$ cat src/rtl/mm_arbiter_if.sv
// Client request/response bundle plus the downstream main-memory port of mm_arbiter.
// The master modport is the arbiter's view; slave is the clients-plus-memory side.
interface mm_arbiter_if #(
  parameter int NUM_OF_REQS = 4,
  parameter int ADDR_W      = 32,
  parameter int DATA_W      = 128
);
  logic [NUM_OF_REQS-1:0]        req_valid;
  logic [NUM_OF_REQS-1:0]        req_we;
  logic [NUM_OF_REQS*ADDR_W-1:0] req_addr;
  logic [NUM_OF_REQS*DATA_W-1:0] req_wdata;
  logic                          ready;
  logic [NUM_OF_REQS-1:0]        res_valid;
  logic [DATA_W-1:0]             res_rdata;
  logic                          res_err;

  logic                          mem_req_valid;
  logic                          mem_req_ready;
  logic                          mem_req_we;
  logic [ADDR_W-1:0]             mem_req_addr;
  logic [DATA_W-1:0]             mem_req_wdata;
  logic                          mem_res_valid;
  logic [DATA_W-1:0]             mem_res_rdata;

  modport master (
    input  req_valid, req_we, req_addr, req_wdata,
    output ready, res_valid, res_rdata, res_err,
    output mem_req_valid, mem_req_we, mem_req_addr, mem_req_wdata,
    input  mem_req_ready, mem_res_valid, mem_res_rdata
  );

  modport slave (
    output req_valid, req_we, req_addr, req_wdata,
    input  ready, res_valid, res_rdata, res_err,
    input  mem_req_valid, mem_req_we, mem_req_addr, mem_req_wdata,
    output mem_req_ready, mem_res_valid, mem_res_rdata
  );
endinterface

$ cat src/rtl/mm_arbiter.sv
// Round-robin arbiter funnelling NUM_OF_REQS clients onto one main-memory port, one transaction in flight.
// Define MM_ARB_TIMEOUT_EN to add a WAIT-state watchdog that answers with res_err after TIMEOUT_CYCLES.
module mm_arbiter #(
  parameter int NUM_OF_REQS    = 4,
  parameter int ADDR_W         = 32,
  parameter int DATA_W         = 128,
  parameter int TIMEOUT_CYCLES = 1024
) (
  input logic         clk,
  input logic         rst_n,
  mm_arbiter_if.master bus
);
  localparam int IDX_W = (NUM_OF_REQS > 1) ? $clog2(NUM_OF_REQS) : 1;

  typedef enum logic [1:0] {IDLE, ISSUE, WAIT, RESP} state_t;

  state_t                 state_reg;
  logic [IDX_W-1:0]       idx_reg;
  logic [IDX_W-1:0]       last_grant_reg;
  logic [NUM_OF_REQS-1:0] res_valid_reg;
  logic [DATA_W-1:0]      res_rdata_reg;
  logic                   mem_req_valid_reg;
  logic                   mem_req_we_reg;
  logic [ADDR_W-1:0]      mem_req_addr_reg;
  logic [DATA_W-1:0]      mem_req_wdata_reg;

  logic [ADDR_W-1:0]      client_addr  [NUM_OF_REQS];
  logic [DATA_W-1:0]      client_wdata [NUM_OF_REQS];
  logic [NUM_OF_REQS-1:0] idx_onehot;
  logic [IDX_W-1:0]       grant_idx;
  logic [IDX_W-1:0]       cand;
  logic                   grant_found;

  for (genvar gi = 0; gi < NUM_OF_REQS; gi++) begin : g_client
    assign client_addr[gi]  = bus.req_addr[gi*ADDR_W +: ADDR_W];
    assign client_wdata[gi] = bus.req_wdata[gi*DATA_W +: DATA_W];
    assign idx_onehot[gi]   = (idx_reg == IDX_W'(gi));
  end

  // Search starts one past the last served client and wraps, so every client waits at most N-1 grants.
  always_comb begin
    grant_found = 1'b0;
    grant_idx   = last_grant_reg;
    cand        = last_grant_reg;
    for (int i = 1; i <= NUM_OF_REQS; i++) begin
      cand = IDX_W'((32'(last_grant_reg) + 32'(i)) % 32'(NUM_OF_REQS));
      if (!grant_found && bus.req_valid[cand]) begin
        grant_found = 1'b1;
        grant_idx   = cand;
      end
    end
  end

`ifdef MM_ARB_TIMEOUT_EN
  localparam int CNT_W = $clog2(TIMEOUT_CYCLES + 1);
  logic [CNT_W-1:0] tcnt_reg;
  logic             res_err_reg;
`endif

  always_ff @(posedge clk) begin
    if (!rst_n) begin
      state_reg         <= IDLE;
      idx_reg           <= '0;
      last_grant_reg    <= IDX_W'(NUM_OF_REQS - 1);
      res_valid_reg     <= '0;
      res_rdata_reg     <= '0;
      mem_req_valid_reg <= 1'b0;
      mem_req_we_reg    <= 1'b0;
      mem_req_addr_reg  <= '0;
      mem_req_wdata_reg <= '0;
`ifdef MM_ARB_TIMEOUT_EN
      tcnt_reg          <= '0;
      res_err_reg       <= 1'b0;
`endif
    end else begin
      case (state_reg)
        IDLE: begin
          if (grant_found) begin
            idx_reg           <= grant_idx;
            mem_req_we_reg    <= bus.req_we[grant_idx];
            mem_req_addr_reg  <= client_addr[grant_idx];
            mem_req_wdata_reg <= client_wdata[grant_idx];
            mem_req_valid_reg <= 1'b1;
            state_reg         <= ISSUE;
          end
        end
        ISSUE: begin
          if (bus.mem_req_ready) begin
            mem_req_valid_reg <= 1'b0;
            state_reg         <= WAIT;
`ifdef MM_ARB_TIMEOUT_EN
            tcnt_reg          <= '0;
`endif
          end
        end
        WAIT: begin
          // A real response wins over an expiry landing in the same cycle.
          if (bus.mem_res_valid) begin
            res_rdata_reg <= bus.mem_res_rdata;
            res_valid_reg <= idx_onehot;
            state_reg     <= RESP;
`ifdef MM_ARB_TIMEOUT_EN
            res_err_reg   <= 1'b0;
          end else if (tcnt_reg == CNT_W'(TIMEOUT_CYCLES - 1)) begin
            res_rdata_reg <= '0;
            res_err_reg   <= 1'b1;
            res_valid_reg <= idx_onehot;
            state_reg     <= RESP;
          end else begin
            tcnt_reg      <= tcnt_reg + CNT_W'(1);
`endif
          end
        end
        RESP: begin
          res_valid_reg  <= '0;
          last_grant_reg <= idx_reg;
          state_reg      <= IDLE;
`ifdef MM_ARB_TIMEOUT_EN
          res_err_reg    <= 1'b0;
`endif
        end
        default: state_reg <= IDLE;
      endcase
    end
  end

  assign bus.ready         = (state_reg == IDLE);
  assign bus.res_valid     = res_valid_reg;
  assign bus.res_rdata     = res_rdata_reg;
  assign bus.mem_req_valid = mem_req_valid_reg;
  assign bus.mem_req_we    = mem_req_we_reg;
  assign bus.mem_req_addr  = mem_req_addr_reg;
  assign bus.mem_req_wdata = mem_req_wdata_reg;
`ifdef MM_ARB_TIMEOUT_EN
  assign bus.res_err       = res_err_reg;
`else
  assign bus.res_err       = 1'b0;
`endif
endmodule

$ cat src/flat_wrapper.sv
// flat-port wrapper written by rule: the top's interface ports become plain ports
module mm_arbiter_flat 
#(
  parameter int NUM_OF_REQS    = 4,
  parameter int ADDR_W         = 32,
  parameter int DATA_W         = 128,
  parameter int TIMEOUT_CYCLES = 1024
)
  (clk, rst_n, bus_req_valid, bus_req_we, bus_req_addr, bus_req_wdata, bus_ready, bus_res_valid, bus_res_rdata, bus_res_err, bus_mem_req_valid, bus_mem_req_we, bus_mem_req_addr, bus_mem_req_wdata, bus_mem_req_ready, bus_mem_res_valid, bus_mem_res_rdata);
  mm_arbiter_if #(.NUM_OF_REQS(NUM_OF_REQS), .ADDR_W(ADDR_W), .DATA_W(DATA_W)) bus_i ();
  input logic clk;
  input logic rst_n;
  input wire logic [$bits(bus_i.req_valid)-1:0] bus_req_valid;
  input wire logic [$bits(bus_i.req_we)-1:0] bus_req_we;
  input wire logic [$bits(bus_i.req_addr)-1:0] bus_req_addr;
  input wire logic [$bits(bus_i.req_wdata)-1:0] bus_req_wdata;
  output wire logic [$bits(bus_i.ready)-1:0] bus_ready;
  output wire logic [$bits(bus_i.res_valid)-1:0] bus_res_valid;
  output wire logic [$bits(bus_i.res_rdata)-1:0] bus_res_rdata;
  output wire logic [$bits(bus_i.res_err)-1:0] bus_res_err;
  output wire logic [$bits(bus_i.mem_req_valid)-1:0] bus_mem_req_valid;
  output wire logic [$bits(bus_i.mem_req_we)-1:0] bus_mem_req_we;
  output wire logic [$bits(bus_i.mem_req_addr)-1:0] bus_mem_req_addr;
  output wire logic [$bits(bus_i.mem_req_wdata)-1:0] bus_mem_req_wdata;
  input wire logic [$bits(bus_i.mem_req_ready)-1:0] bus_mem_req_ready;
  input wire logic [$bits(bus_i.mem_res_valid)-1:0] bus_mem_res_valid;
  input wire logic [$bits(bus_i.mem_res_rdata)-1:0] bus_mem_res_rdata;
  assign bus_i.req_valid = bus_req_valid;
  assign bus_i.req_we = bus_req_we;
  assign bus_i.req_addr = bus_req_addr;
  assign bus_i.req_wdata = bus_req_wdata;
  assign bus_ready = bus_i.ready;
  assign bus_res_valid = bus_i.res_valid;
  assign bus_res_rdata = bus_i.res_rdata;
  assign bus_res_err = bus_i.res_err;
  assign bus_mem_req_valid = bus_i.mem_req_valid;
  assign bus_mem_req_we = bus_i.mem_req_we;
  assign bus_mem_req_addr = bus_i.mem_req_addr;
  assign bus_mem_req_wdata = bus_i.mem_req_wdata;
  assign bus_i.mem_req_ready = bus_mem_req_ready;
  assign bus_i.mem_res_valid = bus_mem_res_valid;
  assign bus_i.mem_res_rdata = bus_mem_res_rdata;
  mm_arbiter #(.NUM_OF_REQS(NUM_OF_REQS), .ADDR_W(ADDR_W), .DATA_W(DATA_W), .TIMEOUT_CYCLES(TIMEOUT_CYCLES)) u_core (.clk(clk), .rst_n(rst_n), .bus(bus_i));
endmodule
$ cat config.mk
export PLATFORM = sky130hd
export DESIGN_NAME = mm_arbiter_flat
export DESIGN_NICKNAME = d
export VERILOG_FILES = /design/src/rtl/mm_arbiter_if.sv /design/src/rtl/mm_arbiter.sv /design/src/flat_wrapper.sv
export SDC_FILE = /design/constraint.sdc
export NUM_CORES = 1
export LEC_CHECK = 0
export ABC_CLOCK_PERIOD_IN_PS = 2300
export BUFFER_PORTS_ARGS = -buffer_cell sky130_fd_sc_hd__clkbuf_2
export CAP_MARGIN = 40
export CORE_AREA = 2 2 424 426
export DETAILED_ROUTE_END_ITERATION = 10
export DIE_AREA = 0 0 426 428
export RECOVER_POWER = 25
export SLEW_MARGIN = 20
export SYNTH_ARGS = -nofsm -noshare
export SYNTH_HDL_FRONTEND = slang
export SYNTH_SLANG_ARGS = --single-unit
$ cat constraint.sdc
create_clock -name clk -period 2.3 [get_ports clk]
set_clock_uncertainty 0.05 [all_clocks]
set_input_delay 0 -clock clk [delete_from_list [all_inputs] [get_ports clk]]
set_output_delay 0 -clock clk [all_outputs]
set_load 0.01 [all_outputs]
==> Word level (Yosys, flattened, before mapping) <==
Index checks and enable logic that the tools add are counted.
{ "totals": {"reg_bits": 300, "input_bits": 780, "out_inout_bits": 296, "wordCells": 77} }
{ "classes": {"n_reduce_logical": 15, "add_sub_neg": 4, "mux": 33, "n_eq_ne": 9, "n_bitwise": 1, "order_cmp": 6} }
{ "op_table": {"columns": ["cell", "count"], "rows": [
  ["binary-select mux 128 bit (select 2 bit)", 1],
  ["2-to-1 mux 128 bit", 2],
  ["binary-select mux 32 bit (select 2 bit)", 1],
  ["2-to-1 mux 32 bit", 2],
  ["less-than comparator 2 x 3 -> 1 bit (second input constant)", 5],
  ["2-to-1 mux 2 bit", 7],
  ["2-to-1 mux 1 bit", 11],
  ["binary-select mux 1 bit (select 2 bit)", 5],
  ["== test 2 bit (second input constant)", 4],
  ["one-hot mux 2 bit (4 select lines)", 1],
  ["one-hot mux 4 bit (2 select lines)", 1],
  ["AND reduction 2 bit", 3],
  ["AND reduction 3 bit", 2],
  ["adder 2 x 1 -> 2 bit (second input constant)", 2],
  ["adder 2 bit (second input constant)", 2],
  ["== test 2 x 1 -> 1 bit (second input constant)", 2],
  ["logical NOT 2 bit", 2],
  ["2-to-1 mux 4 bit", 1],
  ["inequality test 2 bit (second input constant)", 2],
  ["nonzero test 2 bit", 2],
  [">= comparator 3 bit (second input constant)", 1],
  ["logical AND 1 bit", 3],
  ["logical NOT 1 bit", 3],
  ["NOT 2 -> 3 bit", 1],
  ["2 further kinds", 2]
]} }

==> Logic depth before layout (Yosys ltp) <==
Gate-level depths: netlist (run 1).
{ "depth": {"ltp_word": 17, "depth_mapped": 10, "ltp_nobuf": 7} }

==> Worst setup path after synthesis (run 1) <==
OpenSTA, ideal clock, no wires.
{ "synth_path": {"path_type": "register to register", "start": "register u_core.state_reg[0]", "end": "register u_core.mem_req_wdata_reg[33], in the netlist u_core.bus.mem_req_wdata[33]", "setup_time_ns": 0.128, "synth_period_minus_slack_ns": 1.906, "path_slack_ns": 0.394, "arrival_time_ns": 1.728, "path_stages_with_launch": 10, "required_ns": 2.122, "path_cell_list": "dfxtp_1 -> inv_1 -> ha_1 -> nor2b_1 -> buf_2 -> and2_4 -> nand2_4 -> buf_4 -> clkbuf_4 -> o221ai_2"} }
{ "synth_via": {"elab_chain_len": 2} }
{ "synth_lines": {"columns": ["element", "line", "rtl"], "rows": [
  ["from (decl)", "mm_arbiter.sv:17", "state_t state_reg;"],
  ["from (signal assigned)", "mm_arbiter.sv:62", "state_reg <= IDLE;"],
  ["from (signal assigned)", "mm_arbiter.sv:84", "state_reg <= ISSUE;"],
  ["from (signal assigned)", "mm_arbiter.sv:90", "state_reg <= WAIT;"],
  ["logical NOT 2 bit", null, null],
  ["named net bus_ready", "flat_wrapper.sv:17", "output wire logic [$bits(bus_i.ready)-1:0] bus_ready;"],
  ["AND reduction 2 bit (no line)", null, null],
  ["to (signal assigned)", "mm_arbiter.sv:82", "mem_req_wdata_reg <= client_wdata[grant_idx];"],
  ["to (decl)", "mm_arbiter.sv:25", "logic [DATA_W-1:0] mem_req_wdata_reg;"]
]} }
The timed path passes the listed nets, and every way through them passes these cells.
A chain may end at the register's enable or synchronous reset.

==> Worst setup path in the final report (run 1) <==
{ "layout_path": {"start": "input port bus_req_valid[1]", "end": "register u_core.mem_req_addr_reg[17], in the netlist u_core.bus.mem_req_addr[17]"} }
{ "layout_via": {"elab_chain_len": 16, "elab_cells_between_ends": 27, "cone_classes": "mux (19); bitwise (1); reduce/logical (7)"} }
{ "layout_lines": {"columns": ["element", "line", "rtl"], "rows": [
  ["from (decl)", "flat_wrapper.sv:13", "input wire logic [$bits(bus_i.req_valid)-1:0] bus_req_valid;"],
  ["binary-select mux 1 bit (select 2 bit)", "mm_arbiter.sv:47", "if (!grant_found && bus.req_valid[cand]) begin"],
  ["2-to-1 mux 1 bit (not written as such)", "mm_arbiter.sv:47", null],
  ["2-to-1 mux 1 bit", "mm_arbiter.sv:47", null],
  ["logical NOT 1 bit", "mm_arbiter.sv:47", null],
  ["logical AND 1 bit", "mm_arbiter.sv:47", null],
  ["2-to-1 mux 1 bit", "mm_arbiter.sv:47", null],
  ["logical NOT 1 bit", "mm_arbiter.sv:47", null],
  ["logical AND 1 bit", "mm_arbiter.sv:47", null],
  ["2-to-1 mux 1 bit", "mm_arbiter.sv:47", null],
  ["logical NOT 1 bit", "mm_arbiter.sv:47", null],
  ["logical AND 1 bit", "mm_arbiter.sv:47", null],
  ["2-to-1 mux 2 bit", "mm_arbiter.sv:47", null],
  ["NOT 2 -> 3 bit (not written as such)", "mm_arbiter.sv:81", "mem_req_addr_reg <= client_addr[grant_idx];"],
  ["binary-select mux 32 bit (select 2 bit)", "mm_arbiter.sv:81", null],
  ["2-to-1 mux 32 bit (not written as such) (2 in series)", "mm_arbiter.sv:81", null],
  ["to (signal assigned)", "mm_arbiter.sv:81", null],
  ["to (decl)", "mm_arbiter.sv:24", "logic [ADDR_W-1:0] mem_req_addr_reg;"]
]} }
Parallel ways exist; a longest one is shown, timed or not. The select of a mux whose other input is x is not followed.

==> flow_metrics.env, run 1 <==
export IMPL_status="finished, final reports clean"
export IMPL_die_y_microns=428
export IMPL_routed_wl_mm=149
export IMPL_fin_worst_hold_slack_ns=0.00115
export IMPL_fp_dieW_microns=426
export IMPL_drc_errors=0
export IMPL_drv_cap=0
export IMPL_cts_tree="done"
export IMPL_overflow=0
export IMPL_setup_ws_ns=0.0314
export IMPL_cts_num_sinks=300
export IMPL_wl_met2_mm=68.7
export IMPL_gp_congestion=0.983
export IMPL_htree_num_levels=2
export IMPL_fmax_ghz=0.441
export IMPL_port_buffers=1074
export IMPL_ios=1076
export IMPL_setup_worst_path_class="primary input to register"
export IMPL_layout_nets=4355
export IMPL_path_delay_family="buffers and inverters"
export IMPL_synth_cells=1632
export IMPL_core_area_sq_um=178000
export IMPL_hold_violations=0
export IMPL_clock_path_buffers=3
export IMPL_setup_viol=0
export IMPL_drt_pass1_iter_count=6
export IMPL_leakage_uw=0.0145
export IMPL_clockRootBuffer="clkbuf_16"
export IMPL_top_layer="met5"
export IMPL_antenna_found_initial=77
export IMPL_slowest_stage="dlygate4sd3_1"
export IMPL_critical_path_arrival_ns=2.70
export IMPL_rows=155
export IMPL_yosys_warnings=0
export IMPL_first_global_vias=22943
export IMPL_p_total_uw=26600
export IMPL_vias=21984
export IMPL_dp_slack_ns=-0.0408
export IMPL_cpPeakStageDelay_ns=0.62
export IMPL_grt_max_degree=137
export IMPL_areaGrowthSynthToFinish_pct=124
export IMPL_peakVddDrop_mv=0.552
export IMPL_cts_made_buffers=45
export IMPL_crit_path_max_fanout=43
export IMPL_grtUsageTotal=0.156
export IMPL_path_clk_slew_ns=0.06
export IMPL_final_cell_mix="929 x clkbuf_2, 849 x dlygate4sd3_1, 420 x nand2_1"
export IMPL_worstMarginPinSlew_ns=0.771
export IMPL_crit_path_start_kind="primary input"
export IMPL_period_minus_slack_ns=2.27
export IMPL_avgSynthCellArea_sq_um=9.24
export IMPL_ys_seq_area_frac=0.398
export IMPL_synth_seq_cells=300
export IMPL_drv_slew=0
export IMPL_routedLengthMet1_mm=59.3
export IMPL_syn_cell_area_sq_um=15100
export IMPL_dp_hpwl_mm=121
export IMPL_hp_class="primary input to register"
export IMPL_synth_ff_type="dfxtp_1"
export IMPL_dr_wl_met3_mm=13.2
export IMPL_ys_async_sr_fraction=0
export IMPL_drtIter0Drc=1566
export IMPL_antenna_left=0
export IMPL_grt_pass1_wl_mm=195
export IMPL_start_util=0.0848
export IMPL_avgViaCountPerCell=3.66
export IMPL_power_density_nw_per_um2=786
export IMPL_fin_setup_tns_ns=0
export IMPL_crit_buf_inv=5
export IMPL_final_util=0.190
export IMPL_endpoint_kind="register"
export IMPL_drive_above_1_share=0.338
export IMPL_wl_per_cell_microns=24.9
export IMPL_synth_edff_count=0
export IMPL_clk_latency_ns=0.64
export IMPL_fin_crit_sh=0.986
export IMPL_slew_headroom=0.486
export IMPL_synth_nets=2417
export IMPL_worstPathRequired_ns=2.73
export IMPL_dieArea_sq_um=182000
export IMPL_rsz0062_at_grt="yes"
export IMPL_final_common_cell="clkbuf_2"
export IMPL_crit_path_cell_trace="dlygate4sd3_1, clkbuf_2, nor4_2, dlygate4sd3_1, nor2b_1, and2_4, nand2_8, buf_12, buf_12, o221ai_2"
export IMPL_yosysUniqueCellTypes=40
-- metrics by stage --
stage                     instance area (sq um)  instances
after global placement                    23700       5023
after floorplan                           15100       1632
after detailed placement                  23700       5023
after global routing                      33800       5983
final                                     33800       6002
after CTS                                 33800       5954
-- power by group --
group	switching, uW	internal (uW)
clock	3120	4140
sequential	952	6550
combinational	6980	4830
-- cell usage after synthesis (2+ instances only) --
master | count | area share
o221ai_1 | 53 | 0.031
nand2_1 | 423 | 0.11
a21oi_1 | 135 | 0.045
nor2b_1 | 5 | 0.0021
dfxtp_1 | 300 | 0.40
ha_1 | 5 | 0.0042
clkbuf_1 | 73 | 0.018
mux2i_1 | 287 | 0.19
o221ai_2 | 70 | 0.070
inv_1 | 7 | 0.0017
buf_1 | 6 | 0.0015
o211ai_1 | 38 | 0.019
buf_2 | 32 | 0.011
nor4b_1 | 2 | 0.0012
o31ai_1 | 38 | 0.019
nand4_1 | 38 | 0.016
a211o_1 | 38 | 0.022
buf_6 | 24 | 0.018
nor2_1 | 14 | 0.0035
and2_1 | 2 | 0.00083
a211oi_1 | 2 | 0.0010
buf_8 | 2 | 0.0020
o21ai_1 | 2 | 0.00066
buf_4 | 20 | 0.010
-- cell families after synthesis --
| logic type | after synthesis | synth area share |
|---|---|---|
| other | 1 | 0.000249 |
| multiplexers | 287 | 0.191 |
| AO/OA/AOI/OAI | 382 | 0.211 |
| buffers and inverters | 165 | 0.0624 |
| flip-flops | 300 | 0.398 |
| AND/OR/NAND/NOR | 492 | 0.134 |
| adder cells (fa/ha/maj) | 5 | 0.00415 |
-- metal layers --
layer / up-vias / track usage
li1: 9877 / -
met1: 10524 / 0.184
met2: 1170 / 0.254
met3: 375 / 0.0513
met4: 38 / 0.0740
met5: - / 0
-- final timing paths --
kind,end,slack (ns),start,cells after the start
hold reg to reg,u_core.bus.res_rdata[48]$_SDFFE_PN0P_,0.40,u_core.bus.res_rdata[48]$_SDFFE_PN0P_,2
setup / recovery,u_core.bus.mem_req_addr[17]$_SDFFE_PN0P_,0.03,bus_req_valid[1],10
hold / removal,u_core.bus.mem_req_we$_SDFFE_PN0P_,0.001,bus_req_we[1],5
setup reg to reg,u_core.bus.mem_req_addr[11]$_SDFFE_PN0P_,0.04,u_core.last_grant_reg[0]$_SDFFE_PN1P_,7
-- final cells by class --
type	instances	area (sq um)
antenna	42	105
clock buffer	61	1270
clock inverter	21	243
fill	19742	144000
inverter	7	28.8
multi-input combinational	1167	8210
sequential	300	6010
tap	2355	2950
timing repair buffer	2049	15000
-- worst register-to-register path, cell delays in order (launching register included) --
cell      delay (ns)
dfxtp_2         0.36
nor2b_1         0.07
o21a_2          0.24
nor3_4          0.26
buf_12          0.22
buf_4           0.44
mux2i_1         0.31
o221ai_1        0.16
-- what timing repair did --
action / CTS / global route
hold buffers: 849 / 0
buffers inserted: 0 / 3
gates resized for setup: 3 / 6
cloned: 0 / 3
hold endpoints to repair: 297 / 0
pin swaps: 0 / 1
endpoints found under the setup margin: 6 / 80
Power figures use the tool's default switching activity.
==> inputs of run 2 (changes only) <==
--- a/config.mk
+++ b/config.mk
@@ -5,7 +5,7 @@
 export SDC_FILE = /design/constraint.sdc
 export NUM_CORES = 1
 export LEC_CHECK = 0
-export ABC_CLOCK_PERIOD_IN_PS = 2300
+export ABC_CLOCK_PERIOD_IN_PS = 2400
 export BUFFER_PORTS_ARGS = -buffer_cell sky130_fd_sc_hd__clkbuf_2
 export CAP_MARGIN = 40
 export CORE_AREA = 2 2 424 426
==> constraint.sdc (replaced) <==
create_clock -name clk -period 2.4 [get_ports clk]
set_clock_uncertainty 0.05 [all_clocks]
set_input_delay 0 -clock clk [delete_from_list [all_inputs] [get_ports clk]]
set_output_delay 0 -clock clk [all_outputs]
set_load 0.01 [all_outputs]
==> run 2 against run 1 <==
Worst hold slack improved by 0.013 ns. Critical path depth decreased by 1. Count of clock-buffer cells in the layout decreased by 2. Sequential share of layout area about the same. Flip-flop and latch count unchanged. Final cell count decreased by 0.40%. Utilization about the same. Cell area increased by 0.12%. Sequential power decreased by 4.5%. Non-clock buffer count decreased by 12. Clock power increased by 5.9%. First-iteration DRC count decreased by 14%. Critical path type is now register to register. Largest cell class unchanged. Largest power group unchanged.
==> flow_metrics.env, run 2 (same netlist as run 1, synthesis figures left out) <==
export IMPL_avgViaCountPerCell=3.60
export IMPL_fp_dieW_microns=426
export IMPL_first_global_vias=22432
export IMPL_setup_worst_path_class="register to register"
export IMPL_drive_above_1_share=0.339
export IMPL_ios=1076
export IMPL_core_area_sq_um=178000
export IMPL_grt_pass1_wl_mm=196
export IMPL_endpoint_kind="register"
export IMPL_slew_headroom=0.467
export IMPL_cts_tree="done"
export IMPL_p_seq_frac=0.273
export IMPL_rows=155
export IMPL_port_buffers=1074
export IMPL_rsz0062_at_grt="yes"
export IMPL_clkPwrFrac=0.294
export IMPL_drtIter0Drc=1344
export IMPL_p_int_uw=15500
export IMPL_cpPeakStageDelay_ns=0.37
export IMPL_p_sw_uw=10600
export IMPL_drv_cap=0
export IMPL_crit_path_max_fanout=23
export IMPL_dp_cells=5018
export IMPL_place_area_sq_um=23700
export IMPL_worstPathRequired_ns=2.87
export IMPL_p_comb_frac=0.433
export IMPL_drc_errors=0
export IMPL_clk_latency_ns=0.65
export IMPL_gp_congestion=0.964
export IMPL_wl_per_cell_microns=25.2
export IMPL_vias=21519
export IMPL_path_clk_slew_ns=0.06
export IMPL_leakage_uw=0.0146
export IMPL_start_util=0.0848
export IMPL_fin_cells=5978
export IMPL_hold_violations=0
export IMPL_clockRootBuffer="clkbuf_16"
export IMPL_layout_nets=4344
export IMPL_fin_crit_sh=0.963
export IMPL_htree_num_levels=2
export IMPL_dieArea_sq_um=182000
export IMPL_die_y_microns=428
export IMPL_grt_max_degree=137
export IMPL_antenna_found_initial=73
export IMPL_period_minus_slack_ns=2.31
export IMPL_cts_num_sinks=300
export IMPL_status="finished, final reports clean"
export IMPL_hp_class="primary input to register"
export IMPL_areaGrowthSynthToFinish_pct=125
export IMPL_crit_path_start_kind="register"
export IMPL_drv_slew=0
export IMPL_grtUsageTotal=0.158
export IMPL_dp_hpwl_mm=122
export IMPL_crit_path_cell_trace="nor2b_1, o21a_2, nor3_4, buf_4, buf_12, buf_4, buf_12, mux2i_1, o221ai_2"
export IMPL_fmax_ghz=0.433
export IMPL_routed_wl_mm=151
export IMPL_drt_pass1_iter_count=7
export IMPL_final_cell_mix="928 x clkbuf_2, 839 x dlygate4sd3_1, 420 x nand2_1"
export IMPL_overflow=0
export IMPL_power_density_nw_per_um2=774
export IMPL_cts_made_buffers=46
export IMPL_antenna_left=0
export IMPL_critical_path_arrival_ns=2.78
export IMPL_worstMarginPinSlew_ns=0.800
export IMPL_final_common_cell="clkbuf_2"
export IMPL_switching_share=0.406
export IMPL_peakVddDrop_mv=0.557
export IMPL_stdcell_area_sq_um=33900
export IMPL_slowest_stage="dfxtp_2"
export IMPL_setup_viol=0
export IMPL_clock_path_buffers=3
[run 2: critical path: cells and delay by family (launching register included)]
| kind | cells | cell delay [ns] |
|---|---|---|
| buf+inv | 4 | 0.69 |
| mux | 1 | 0.35 |
| flops | 1 | 0.37 |
| compound gates | 2 | 0.38 |
| simple gates | 2 | 0.29 |
[run 2: what timing repair did]
action                                  4_1_cts  5_1_grt
hold buffers                                839        0
endpoints found under the setup margin        1       76
pin swaps                                     0        2
endpoints found under the hold margin       296        0
buffers inserted                              0        8
resized for setup                             2        6
gates cloned                                  0        1
[run 2: worst paths after layout]
| check | start | to | slack (ns) | depth (start not counted) |
|---|---|---|---|---|
| worst max-delay path | u_core.last_grant_reg[0]$_SDFFE_PN1P_ | u_core.bus.mem_req_wdata[26]$_SDFFE_PN0P_ | 0.09 | 9 |
| worst min-delay path | bus_req_we[1] | u_core.bus.mem_req_we$_SDFFE_PN0P_ | 0.01 | 5 |
| worst max register to register | u_core.last_grant_reg[0]$_SDFFE_PN1P_ | u_core.bus.mem_req_wdata[26]$_SDFFE_PN0P_ | 0.09 | 9 |
| worst min register to register | u_core.bus.res_rdata[109]$_SDFFE_PN0P_ | u_core.bus.res_rdata[109]$_SDFFE_PN0P_ | 0.40 | 2 |
[run 2: power groups by stage]
stage | logic [uW] | registers [uW] | clock network [uW]
after floorplan | 4270 | 7560 | 0
after global placement | 10100 | 7190 | 0
after detailed placement | 10200 | 7220 | 0
after CTS | 11500 | 7130 | 7990
after global routing | 12100 | 7270 | 8130
final | 11300 | 7160 | 7690
[run 2: area by class of cell]
cell class | count | area (sq um)
Clock inverter | 24 | 427
Sequential cell | 300 | 6010
Clock buffer | 59 | 1250
Inverter | 7 | 28.8
Multi-Input combinational cell | 1167 | 8220
Fill cell | 19816 | 144000
Tap cell | 2355 | 2950
Timing Repair Buffer | 2037 | 14900
Antenna cell | 29 | 72.6
[run 2: metrics by stage]
step,utilization,TNS (ns),hold slack (ns),power [uW],setup WS [ns]
5_1_grt,0.190,-0.0953,0.0305,27500,-0.0167
3_5_place_dp,0.134,-0.182,0.181,17400,-0.182
2_1_floorplan,-,0,0.0119,11800,0.494
3_3_place_gp,0.134,-0.146,0.173,17300,-0.146
6_report,0.191,0,0.0139,26200,0.0898
4_1_cts,0.190,0,0.00498,26600,0.0198
[run 2: layer usage]
metal	vias to the layer above	global-route usage	share of wire
li1	9838	-	-
met1	10214	0.189	0.40
met2	1110	0.254	0.46
met3	315	0.0503	0.081
met4	42	0.0752	0.053
met5	-	0	0.0017
==> inputs of run 3 (changes only) <==
--- a/config.mk
+++ b/config.mk
@@ -8,10 +8,12 @@
 export ABC_CLOCK_PERIOD_IN_PS = 2400
 export BUFFER_PORTS_ARGS = -buffer_cell sky130_fd_sc_hd__clkbuf_2
 export CAP_MARGIN = 40
-export CORE_AREA = 2 2 424 426
+export CORE_AREA = 3 3 413 415
 export DETAILED_ROUTE_END_ITERATION = 10
-export DIE_AREA = 0 0 426 428
+export DIE_AREA = 0 0 416 418
+export PLACE_DENSITY = 0.3
 export RECOVER_POWER = 25
+export SKIP_LAST_GASP = 1
 export SLEW_MARGIN = 20
 export SYNTH_ARGS = -nofsm -noshare
 export SYNTH_HDL_FRONTEND = slang
==> run 3 against run 2 <==
Utilization grew 1.0 points. Combinational power shrank 4%. Via count shrank 4.5%. Cell area shrank 0.98%. Count of clock-buffer cells in the layout grew 5. Largest cell class unchanged. Die area shrank 4.6%. Critical path type is now primary input to register. Worst hold slack gained 0.070 ns. Critical endpoint is now u_core.bus.mem_req_wdata[99]$_SDFFE_PN0P_. Maximum frequency shrank 0.96%. Final cell count shrank 2.6%. Global-route usage shrank 1.3 points. Register-to-register slack gained 0.07 ns.
==> flow_metrics.env, run 3 (same netlist as run 1, synthesis figures left out) <==
export IMPL_first_global_vias=21959
export IMPL_worstPathRequired_ns=2.85
export IMPL_ios=1076
export IMPL_fin_cells=5820
export IMPL_fin_crit_sh=0.972
export IMPL_status="finished, final reports clean"
export IMPL_seqCellArea_sq_um=6010
export IMPL_clockRootBuffer="clkbuf_16"
export IMPL_antenna_left=0
export IMPL_crit_path_start_kind="primary input"
export IMPL_drtIter0Drc=1032
export IMPL_hp_class="primary input to register"
export IMPL_drv_cap=0
export IMPL_num_fill_cells=18777
export IMPL_antenna_found_initial=73
export IMPL_peakVddDrop_mv=0.523
export IMPL_dp_hpwl_mm=107
export IMPL_drv_slew=0
export IMPL_htree_num_levels=2
export IMPL_cts_num_sinks=300
export IMPL_overflow=0
export IMPL_port_buffers=1074
export IMPL_grt_pass1_wl_mm=177
export IMPL_layout_nets=4345
export IMPL_place_area_sq_um=23800
export IMPL_rsz0062_at_grt="no"
export IMPL_hold_violations=0
export IMPL_avgViaCountPerCell=3.53
export IMPL_vias=20554
export IMPL_clock_path_buffers=3
export IMPL_stdcell_area_sq_um=33500
export IMPL_final_cell_mix="927 x clkbuf_2, 822 x dlygate4sd3_1, 420 x nand2_1"
export IMPL_core_area_sq_um=167000
export IMPL_fin_worst_hold_slack_ns=0.0841
export IMPL_grt_max_degree=137
export IMPL_final_common_cell="clkbuf_2"
export IMPL_endpoint_kind="register"
export IMPL_rows=150
export IMPL_crit_path_max_fanout=22
export IMPL_drive_above_1_share=0.343
export IMPL_drt_pass1_iter_count=5
export IMPL_power_density_nw_per_um2=748
export IMPL_gp_congestion=0.812
export IMPL_setup_worst_path_class="primary input to register"
export IMPL_period_minus_slack_ns=2.33
export IMPL_worstMarginPinSlew_ns=0.840
export IMPL_p_total_uw=25100
export IMPL_cts_made_buffers=46
export IMPL_path_clk_slew_ns=0.06
export IMPL_clk_latency_ns=0.65
export IMPL_cts_tree="done"
export IMPL_crit_buf_inv=4
export IMPL_leakage_uw=0.0146
export IMPL_drc_errors=0
export IMPL_slowest_stage="dlygate4sd3_1"
export IMPL_dp_cells=4890
export IMPL_die_y_microns=418
export IMPL_fmax_ghz=0.429
export IMPL_fp_dieW_microns=416
export IMPL_crit_path_cell_trace="dlygate4sd3_1, clkbuf_2, nor4_2, dlygate4sd3_1, nor2b_1, and2_4, nand2b_4, buf_12, o221ai_1"
export IMPL_areaGrowthSynthToFinish_pct=122
export IMPL_grtUsageTotal=0.145
export IMPL_setup_viol=0
export IMPL_routed_wl_mm=132
export IMPL_multiInputGateArea_sq_um=8240
export IMPL_slew_headroom=0.440
export IMPL_cp_common_cell="dlygate4sd3_1"
export IMPL_critical_path_arrival_ns=2.78
export IMPL_start_util=0.0902
export IMPL_wl_per_cell_microns=22.7
export IMPL_dieArea_sq_um=174000
export IMPL_cpPeakStageDelay_ns=0.64
export IMPL_path_delay_family="buffers and inverters"
==> run 3: cell types whose count changed in the layout (fill, tap and decap cells not counted), sizes merged <==
cell and delta:
clkbuf +4, dlygate4sd3 -17, bufinv -6, inv -1, clkinvlp -3, diode -1, clkinv -2, buf +19
==> run 3: what timing repair did <==
item,in CTS,in global routing
resized for setup,6,2
endpoints found under the setup margin,6,26
hold buffers,822,0
endpoints found under the hold margin,298,0
pin swaps,0,2
buffers inserted,0,4
==> run 3: per-layer routing <==
layer	part of all wire	wire length, microns	track usage
met1	0.41	53800	0.171
met2	0.50	65700	0.251
met3	0.063	8310	0.0402
met4	0.032	4260	0.0483
met5	0.0018	241	0
==> run 3: cell type report <==
| class | count | share of cell area |
|---|---|---|
| clock buffer | 64 | 0.0390 |
| clock inverter | 12 | 0.00664 |
| tap | 2204 | 0.0823 |
| inverter | 7 | 0.000859 |
| multi-input combinational | 1167 | 0.246 |
| timing repair buffer | 2038 | 0.444 |
| sequential | 300 | 0.179 |
| antenna | 28 | 0.00209 |
==> run 3: power breakdown <==
group          switching (uW)  internal (uW)
clock                    2970           4130
sequential                816           6270
combinational            6260           4610
==> run 3: path summary, 6_finish.rpt <==
| check | startpoint | endpoint | slack [ns] | cells after the start |
|---|---|---|---|---|
| setup / recovery | bus_req_valid[1] | u_core.bus.mem_req_wdata[99]$_SDFFE_PN0P_ | 0.07 | 9 |
| hold / removal | bus_mem_res_rdata[101] | u_core.bus.res_rdata[101]$_SDFFE_PN0P_ | 0.08 | 4 |
| setup reg to reg | u_core.last_grant_reg[0]$_SDFFE_PN1P_ | u_core.bus.mem_req_wdata[31]$_SDFFE_PN0P_ | 0.16 | 9 |
| hold reg to reg | u_core.bus.res_rdata[14]$_SDFFE_PN0P_ | u_core.bus.res_rdata[14]$_SDFFE_PN0P_ | 0.40 | 2 |
==> run 3: per-stage QoR <==
| step | setup slack (ns) | util | setup TNS, ns |
|---|---|---|---|
| after floorplan | 0.494 | - | 0 |
| after global placement | -0.0687 | 0.142 | -0.181 |
| after detailed placement | -0.0762 | 0.142 | -0.270 |
| after CTS | 0.00109 | 0.201 | 0 |
| after global routing | 0.00189 | 0.200 | 0 |
| final | 0.0673 | 0.201 | 0 |
==> run 3: worst min-delay path: cells and delay by family <==
family	cells	cell delay [ns]
buffers and inverters	2	0.64
AND/OR/NAND/NOR	1	0.05
AO/OA/AOI/OAI	1	0.05
